[src/rtl/zc_stream_packetizer_pkg.sv]
// Shared definitions for the zero-crossing stream packetizer.
// - FIFO entries are {tlast, data}: tlast lives at bit index WIDTH, data below.
// - Read-side framer state encoding.
// - Saturation value of the drop counter.
package zc_stream_packetizer_pkg;

  typedef enum logic {
    ST_IDLE   = 1'b0,  // no beat of the current packet sent yet
    ST_IN_PKT = 1'b1   // at least one beat of the current packet sent
  } rd_state_t;

  localparam logic [31:0] DROP_SAT = 32'hFFFF_FFFF;

endpackage

[src/rtl/zc_stream_packetizer_if.sv]
// AXI-Stream style bundle used for the packetizer's input and output streams.
// Ports: tdata (WIDTH), tlast, tvalid, tready.
// master drives tdata/tlast/tvalid, slave drives tready.
interface zc_stream_packetizer_if #(
  parameter int WIDTH = 32
) ();
  logic [WIDTH-1:0] tdata;
  logic             tlast;
  logic             tvalid;
  logic             tready;

  modport master (output tdata, output tlast, output tvalid, input tready);
  modport slave  (input tdata, input tlast, input tvalid, output tready);
endinterface

[src/rtl/zc_stream_packetizer_fifo.sv]
// First-word-fall-through FIFO, 2^SIZE entries of WIDTH bits.
// Ports: clk, rst (sync, active-high), clear (flush),
//        i_tdata/i_tvalid/i_tready (write side, i_tready = not full),
//        o_tdata/o_tvalid/o_tready (read side, o_tvalid = not empty).
// Only the pointers are reset; storage contents are don't-care while empty.
module zc_stream_packetizer_fifo #(
  parameter int WIDTH = 33,
  parameter int SIZE  = 5
) (
  input  logic             clk,
  input  logic             rst,
  input  logic             clear,
  input  logic [WIDTH-1:0] i_tdata,
  input  logic             i_tvalid,
  output logic             i_tready,
  output logic [WIDTH-1:0] o_tdata,
  output logic             o_tvalid,
  input  logic             o_tready
);
  localparam int DEPTH = 1 << SIZE;

  logic [WIDTH-1:0] mem [DEPTH];
  logic [SIZE:0]    wr_ptr_q, wr_ptr_d, rd_ptr_q, rd_ptr_d;
  logic             full, empty, wr_en, rd_en;

  // Extra pointer bit distinguishes full from empty when the indices match.
  always_comb begin
    full     = (wr_ptr_q[SIZE] != rd_ptr_q[SIZE]) &&
               (wr_ptr_q[SIZE-1:0] == rd_ptr_q[SIZE-1:0]);
    empty    = (wr_ptr_q == rd_ptr_q);
    wr_en    = i_tvalid && !full && !clear;
    rd_en    = o_tready && !empty && !clear;
    wr_ptr_d = wr_ptr_q;
    rd_ptr_d = rd_ptr_q;
    if (wr_en) wr_ptr_d = wr_ptr_q + (SIZE+1)'(1);
    if (rd_en) rd_ptr_d = rd_ptr_q + (SIZE+1)'(1);
    if (clear) begin
      wr_ptr_d = '0;
      rd_ptr_d = '0;
    end
  end

  always_ff @(posedge clk) begin
    if (rst) begin
      wr_ptr_q <= '0;
      rd_ptr_q <= '0;
    end else begin
      wr_ptr_q <= wr_ptr_d;
      rd_ptr_q <= rd_ptr_d;
    end
  end

  always_ff @(posedge clk) begin
    if (wr_en) mem[wr_ptr_q[SIZE-1:0]] <= i_tdata;
  end

  assign i_tready = !full;
  assign o_tvalid = !empty;
  assign o_tdata  = mem[rd_ptr_q[SIZE-1:0]];
endmodule

[src/rtl/zc_stream_packetizer.sv]
// Packetizer for the combined I/Q zero-crossing moving-average stream.
// Absorbs a no-backpressure input stream, keeps 1 of every decim samples,
// buffers in a FWFT FIFO and emits fixed-length packets with tlast framing.
// Ports: ce_clk, ce_rst (sync, active-high), clear (flush pulse),
//        pkt_len (samples/packet, 0 => 1), decim (0 => 1),
//        s_in  : input stream (tready tied high),
//        m_out : output stream to the shell,
//        drop_count (saturating overflow drops), pkt_count (wrapping).
module zc_stream_packetizer
  import zc_stream_packetizer_pkg::*;
#(
  parameter int WIDTH     = 32,
  parameter int FIFO_SIZE = 5,
  parameter int LEN_WIDTH = 12
) (
  input  logic                 ce_clk,
  input  logic                 ce_rst,
  input  logic                 clear,
  input  logic [LEN_WIDTH-1:0] pkt_len,
  input  logic [15:0]          decim,
  zc_stream_packetizer_if.slave  s_in,
  zc_stream_packetizer_if.master m_out,
  output logic [31:0]          drop_count,
  output logic [31:0]          pkt_count
);
  logic [15:0]          dcnt_q, dcnt_d, decim_q, decim_d;
  logic [15:0]          eff_decim, cur_decim;
  logic [LEN_WIDTH-1:0] eff_len, cur_len, len_q, len_d, bc_q, bc_d;
  logic [31:0]          drop_count_q, drop_count_d, pkt_count_q, pkt_count_d;
  rd_state_t            state_q, state_d;
  logic                 keep, fifo_wr, fifo_in_ready, fifo_out_valid;
  logic                 head_last, beat;
  logic [WIDTH:0]       fifo_out_data;

  zc_stream_packetizer_fifo #(
    .WIDTH (WIDTH + 1),
    .SIZE  (FIFO_SIZE)
  ) u_fifo (
    .clk      (ce_clk),
    .rst      (ce_rst),
    .clear    (clear),
    .i_tdata  ({s_in.tlast, s_in.tdata}),
    .i_tvalid (fifo_wr),
    .i_tready (fifo_in_ready),
    .o_tdata  (fifo_out_data),
    .o_tvalid (fifo_out_valid),
    .o_tready (m_out.tready)
  );

  always_comb begin
    eff_decim = (decim == 16'd0) ? 16'd1 : decim;
    eff_len   = (pkt_len == '0) ? LEN_WIDTH'(1) : pkt_len;

    // Decimation period is sampled only at dcnt==0, so a decim change
    // lands on the next wrap rather than mid-period.
    cur_decim = (dcnt_q == 16'd0) ? eff_decim : decim_q;
    keep      = s_in.tvalid && (dcnt_q == 16'd0);
    dcnt_d    = dcnt_q;
    decim_d   = decim_q;
    if (s_in.tvalid) begin
      decim_d = cur_decim;
      dcnt_d  = (dcnt_q == cur_decim - 16'd1) ? 16'd0 : dcnt_q + 16'd1;
    end

    // Full flag reflects occupancy at the start of the cycle, so a same-cycle
    // read does not rescue a sample arriving at a full FIFO.
    fifo_wr      = keep && !clear;
    drop_count_d = drop_count_q;
    if (fifo_wr && !fifo_in_ready && (drop_count_q != DROP_SAT))
      drop_count_d = drop_count_q + 32'd1;

    // While idle the live length applies; it is frozen once a beat goes out.
    cur_len   = (state_q == ST_IDLE) ? eff_len : len_q;
    head_last = fifo_out_valid &&
                ((bc_q == cur_len - LEN_WIDTH'(1)) || fifo_out_data[WIDTH]);
    beat      = fifo_out_valid && m_out.tready;

    state_d     = state_q;
    bc_d        = bc_q;
    len_d       = (state_q == ST_IDLE) ? eff_len : len_q;
    pkt_count_d = pkt_count_q;
    if (beat) begin
      if (head_last) begin
        bc_d        = '0;
        state_d     = ST_IDLE;
        pkt_count_d = pkt_count_q + 32'd1;
      end else begin
        bc_d    = bc_q + LEN_WIDTH'(1);
        state_d = ST_IN_PKT;
      end
    end

    if (clear) begin
      dcnt_d       = 16'd0;
      decim_d      = 16'd1;
      bc_d         = '0;
      state_d      = ST_IDLE;
      len_d        = eff_len;
      drop_count_d = '0;
      pkt_count_d  = '0;
    end
  end

  always_ff @(posedge ce_clk) begin
    if (ce_rst) begin
      dcnt_q       <= 16'd0;
      decim_q      <= 16'd1;
      bc_q         <= '0;
      len_q        <= LEN_WIDTH'(1);
      state_q      <= ST_IDLE;
      drop_count_q <= '0;
      pkt_count_q  <= '0;
    end else begin
      dcnt_q       <= dcnt_d;
      decim_q      <= decim_d;
      bc_q         <= bc_d;
      len_q        <= len_d;
      state_q      <= state_d;
      drop_count_q <= drop_count_d;
      pkt_count_q  <= pkt_count_d;
    end
  end

  assign s_in.tready  = 1'b1;
  assign m_out.tvalid = fifo_out_valid;
  assign m_out.tdata  = fifo_out_valid ? fifo_out_data[WIDTH-1:0] : '0;
  assign m_out.tlast  = head_last;
  assign drop_count   = drop_count_q;
  assign pkt_count    = pkt_count_q;
endmodule
[src/flat_wrapper.sv]
// flat-port wrapper written by rule: the top's interface ports become plain ports
module zc_stream_packetizer_flat import zc_stream_packetizer_pkg::*;
#(
  parameter int WIDTH     = 32,
  parameter int FIFO_SIZE = 5,
  parameter int LEN_WIDTH = 12
)
  (ce_clk, ce_rst, clear, pkt_len, decim, drop_count, pkt_count, s_in_tdata, s_in_tlast, s_in_tvalid, s_in_tready, m_out_tdata, m_out_tlast, m_out_tvalid, m_out_tready);
  zc_stream_packetizer_if #(.WIDTH(WIDTH)) s_in_i ();
  zc_stream_packetizer_if #(.WIDTH(WIDTH)) m_out_i ();
  input  logic ce_clk;
  input  logic ce_rst;
  input  logic clear;
  input  logic [LEN_WIDTH-1:0] pkt_len;
  input  logic [15:0] decim;
  output logic [31:0] drop_count;
  output logic [31:0] pkt_count;
  input wire logic [$bits(s_in_i.tdata)-1:0] s_in_tdata;
  input wire logic [$bits(s_in_i.tlast)-1:0] s_in_tlast;
  input wire logic [$bits(s_in_i.tvalid)-1:0] s_in_tvalid;
  output wire logic [$bits(s_in_i.tready)-1:0] s_in_tready;
  output wire logic [$bits(m_out_i.tdata)-1:0] m_out_tdata;
  output wire logic [$bits(m_out_i.tlast)-1:0] m_out_tlast;
  output wire logic [$bits(m_out_i.tvalid)-1:0] m_out_tvalid;
  input wire logic [$bits(m_out_i.tready)-1:0] m_out_tready;
  assign s_in_i.tdata = s_in_tdata;
  assign s_in_i.tlast = s_in_tlast;
  assign s_in_i.tvalid = s_in_tvalid;
  assign s_in_tready = s_in_i.tready;
  assign m_out_tdata = m_out_i.tdata;
  assign m_out_tlast = m_out_i.tlast;
  assign m_out_tvalid = m_out_i.tvalid;
  assign m_out_i.tready = m_out_tready;
  zc_stream_packetizer #(.WIDTH(WIDTH), .FIFO_SIZE(FIFO_SIZE), .LEN_WIDTH(LEN_WIDTH)) u_core (.ce_clk(ce_clk), .ce_rst(ce_rst), .clear(clear), .pkt_len(pkt_len), .decim(decim), .s_in(s_in_i), .m_out(m_out_i), .drop_count(drop_count), .pkt_count(pkt_count));
endmodule
[config.mk]
export PLATFORM = sky130hd
export DESIGN_NAME = zc_stream_packetizer_flat
export DESIGN_NICKNAME = d
export VERILOG_FILES = /design/src/rtl/zc_stream_packetizer_pkg.sv /design/src/rtl/zc_stream_packetizer_if.sv /design/src/rtl/zc_stream_packetizer_fifo.sv /design/src/rtl/zc_stream_packetizer.sv /design/src/flat_wrapper.sv
export SDC_FILE = /design/constraint.sdc
export NUM_CORES = 1
export LEC_CHECK = 0
export BUFFER_PORTS_ARGS = -buffer_cell sky130_fd_sc_hd__buf_2
export CORE_ASPECT_RATIO = 1.1
export CORE_UTILIZATION = 50
export DETAILED_ROUTE_END_ITERATION = 8
export PLACE_DENSITY = 0.73
export SKIP_CTS_REPAIR_TIMING = 1
export SLEW_MARGIN = 40
export SYNTH_ARGS = -nofsm -noshare
export SYNTH_HDL_FRONTEND = slang
export SYNTH_SLANG_ARGS = --single-unit
[constraint.sdc]
create_clock -name ce_clk -period 6.3 [get_ports ce_clk]
set_input_delay 1.575 -clock ce_clk [delete_from_list [all_inputs] [get_ports ce_clk]]
set_output_delay 1.575 -clock ce_clk [all_outputs]
set_load 0.1 [all_outputs]
==> reports/metrics.yaml <==
yosys:
  yosys.area.top_type_share: 0.660
  synthesis.yosys.warnings: 0
  synthArstFlopShare: 0
  ys_ff_latch: 1194
  synth_area_leader_cell: "edfxtp_1"
  syn-num-nets: 2646
  synth-edff-count: 1056
  synth_cell_type_count: 73
  ys.flop_type: "edfxtp_1"
  yosysSeqAreaShare: 0.717
  postSynthCellCount: 2568
  yosys-top-cells-area: "edfxtp_1 (66%), mux4_2 (15%), dfxtp_1 (5.7%)"
  syn-cell-area_um2: 48100
  syn-mean-instance-area_um2: 18.7
worst_setup_path:
  cp.required_ns: 4.72
  cp-end-kind: "primary output"
  crit_fanout: 5
  critPathTopFamily: "simple AND/OR/NAND/NOR gates"
  cp_cell_sequence: "buf_2 -> nor4_1 -> a41o_1 -> mux2i_1 -> ha_1 -> xnor2_1 -> xnor2_1 -> nand2_1 -> nor4_1 -> nor2b_1 -> a31oi_1 -> nor2_1 -> buf_12"
  critical_path_buf_inv_count: 2
  slowest_stage: "nor4_1"
  worstPathArrival_ns: 4.32
  startpoint_type: "primary input"
  critPathKind: "in -> out"
  critPathMaxStageDelay_ns: 0.42
finish:
  drive_above_1_share: 0.286
  nets: 2868
  final_common_cell: "edfxtp_1"
  fin_util: 0.583
  final_cell_mix: "edfxtp_1 (1,056), mux4_2 (330), buf_2 (162), dfxtp_1 (133), nor2_1 (117)"
  final_cells: 4149
  syn_to_final_growth_pct: 14.8
  antennaDiodeCount: 0
cts:
  root_buffer: "clkbuf_16"
  cts_tree: "built"
  clock_tree.buffer_depth: 3
  numCtsBuffers: 113
  cts.sinks: 1194
  clkTransAtPathRegs_ns: 0.06
  h-tree-depth: 3
  clk-insertion-delay-late_ns: 0.69
routing:
  drc: 0
  detail_route.vias_per_cell: 6.22
  dr_wl_met2_um: 59200
  drt_iter0_markers: 2870
  ant_nets: 0
  routedWlPerCell_um: 28.1
  num_vias: 25825
  drtPass1Iterations: 5
  topRoutingLayerUsed: "met5"
  wl_met1_um: 44700
  drt-total-wl_um: 117000
  wl_met3_um: 10100
sta:
  finalHoldViolations: 0
  maxSlewViolCount: 0
  whs_ns: 0.460
  rsz0062_at_grt: "false"
  fin_skew_ns: 0.0265
  fin_crit_sh: 0.935
  setup_viol: 0
  tns_ns: 0
  max_slew_margin: 0.444
  tightest_slew_ns: 0.834
  fin_crit_ns: 5.89
  setup_ws_ns: 0.409
  max_freq_mhz: 170
placement:
  dp_cells: 3935
  io_buffers: 163
  dpl.hpwl_um: 67500
  post-place-ws_ns: 0.391
  globalplace.congestion: 0.876
grt:
  grt_pass1_wl_um: 173000
  grt_usage: 0.241
  grt_pass1_vias: 26230
  grt_overflow: 0
  grt_antenna_before_repair: 5
  grt_max_degree: 67
power:
  power.density_nw_per_um2: 294
  peakVddDrop_mv: 0.194
  p_leak_nw: 17.0
die:
  io_pins: 165
  die_height_um: 327
  die-area_um2: 97400
  core_area_um2: 94600
  die_x_um: 298
  initial_utilization: 0.508
  rows: 118
min_path:
  hold_class: "reg -> reg"
run:
  cap_viol_max_count: 0
outcome:
  status: "finished clean"
## worst min-delay path, stage by stage (launching register included)
cell and delay, ns:
dfxtp_1 0.31, nand2_1 0.06, a21oi_1 0.05
## cell usage after synthesis (15+ instances only)
cell type and n:
a211oi_1 16, nor4_1 15, nor3_1 41, clkbuf_1 87, xor2_1 45, or4_1 23
or3_1 35, and3_1 19, mux4_2 330, a21oi_1 77, nand3_1 53, nand2_1 105
nor2_1 149, edfxtp_1 1056, buf_1 25, xnor2_1 55, inv_1 25, mux2i_1 60
dfxtp_1 138, nand4_1 24, o21ai_0 38
## where the power goes
part | switching, mW | internal (mW) | total, mW
combinational | 0.315 | 0.135 | 0.450
clock | 2.99 | 4.18 | 7.16
sequential | 0.0162 | 8.62 | 8.63
## metrics by stage
stage	power [mW]	area [µm²]
after global placement	9.23	51100
after global routing	16.7	55200
final	16.2	55200
after CTS	16.3	55200
after detailed placement	9.25	51200
after floorplan	9.06	48100
## metal layers
layer / global-route usage / vias to the layer above
met2: 0.407 / 1350
met3: 0.0433 / 184
met1: 0.322 / 13385
met5: 0 / -
met4: 0.0701 / 6
li1: - / 10900
## path summary, 6_finish.rpt
check	startpoint	end	slack, ns	cells past startpoint
worst max-delay path	pkt_len[3]	m_out_tlast	0.41	13
worst min register to register	u_core.len_q[11]$_SDFF_PP0_	u_core.len_q[11]$_SDFF_PP0_	0.46	2
worst min-delay path	u_core.len_q[11]$_SDFF_PP0_	u_core.len_q[11]$_SDFF_PP0_	0.46	2
worst max register to register	u_core.dcnt_q[0]$_SDFFE_PP0P_	u_core.dcnt_q[14]$_SDFFE_PP0P_	1.96	16
## logic make-up after synthesis
kind of cell    Yosys count  share of synthesized area
flops                  1194                      0.717
simple gates            525                     0.0558
mux                     394                      0.168
compound gates          183                     0.0236
buf+inv                 159                     0.0136
xor+xnor                100                     0.0182
fa+ha+maj                12                    0.00312
other cells               1                  0.0000780
## final cells by class
cell class | count | area (µm²)
sequential | 1194 | 34500
inverter | 25 | 93.8
clock inverter | 89 | 1020
multi-input combinational | 1215 | 13200
tap | 1260 | 1580
fill | 6747 | 39500
clock buffer | 125 | 2920
timing repair buffer | 241 | 1910
## state kept, by name, indices dropped and copies added (netlist names), named ones only
signal / count
u_core.u_fifo.mem: 1056
u_core.drop_count: 32
u_core.pkt_count: 32
u_core.dcnt_q: 16
u_core.decim_q: 16
u_core.bc_q: 12
u_core.len_q: 12
u_core.u_fifo.rd_ptr_q: 6
u_core.u_fifo.wr_ptr_q: 6
u_core.state_q: 1
(Power assumes the default switching activity.)
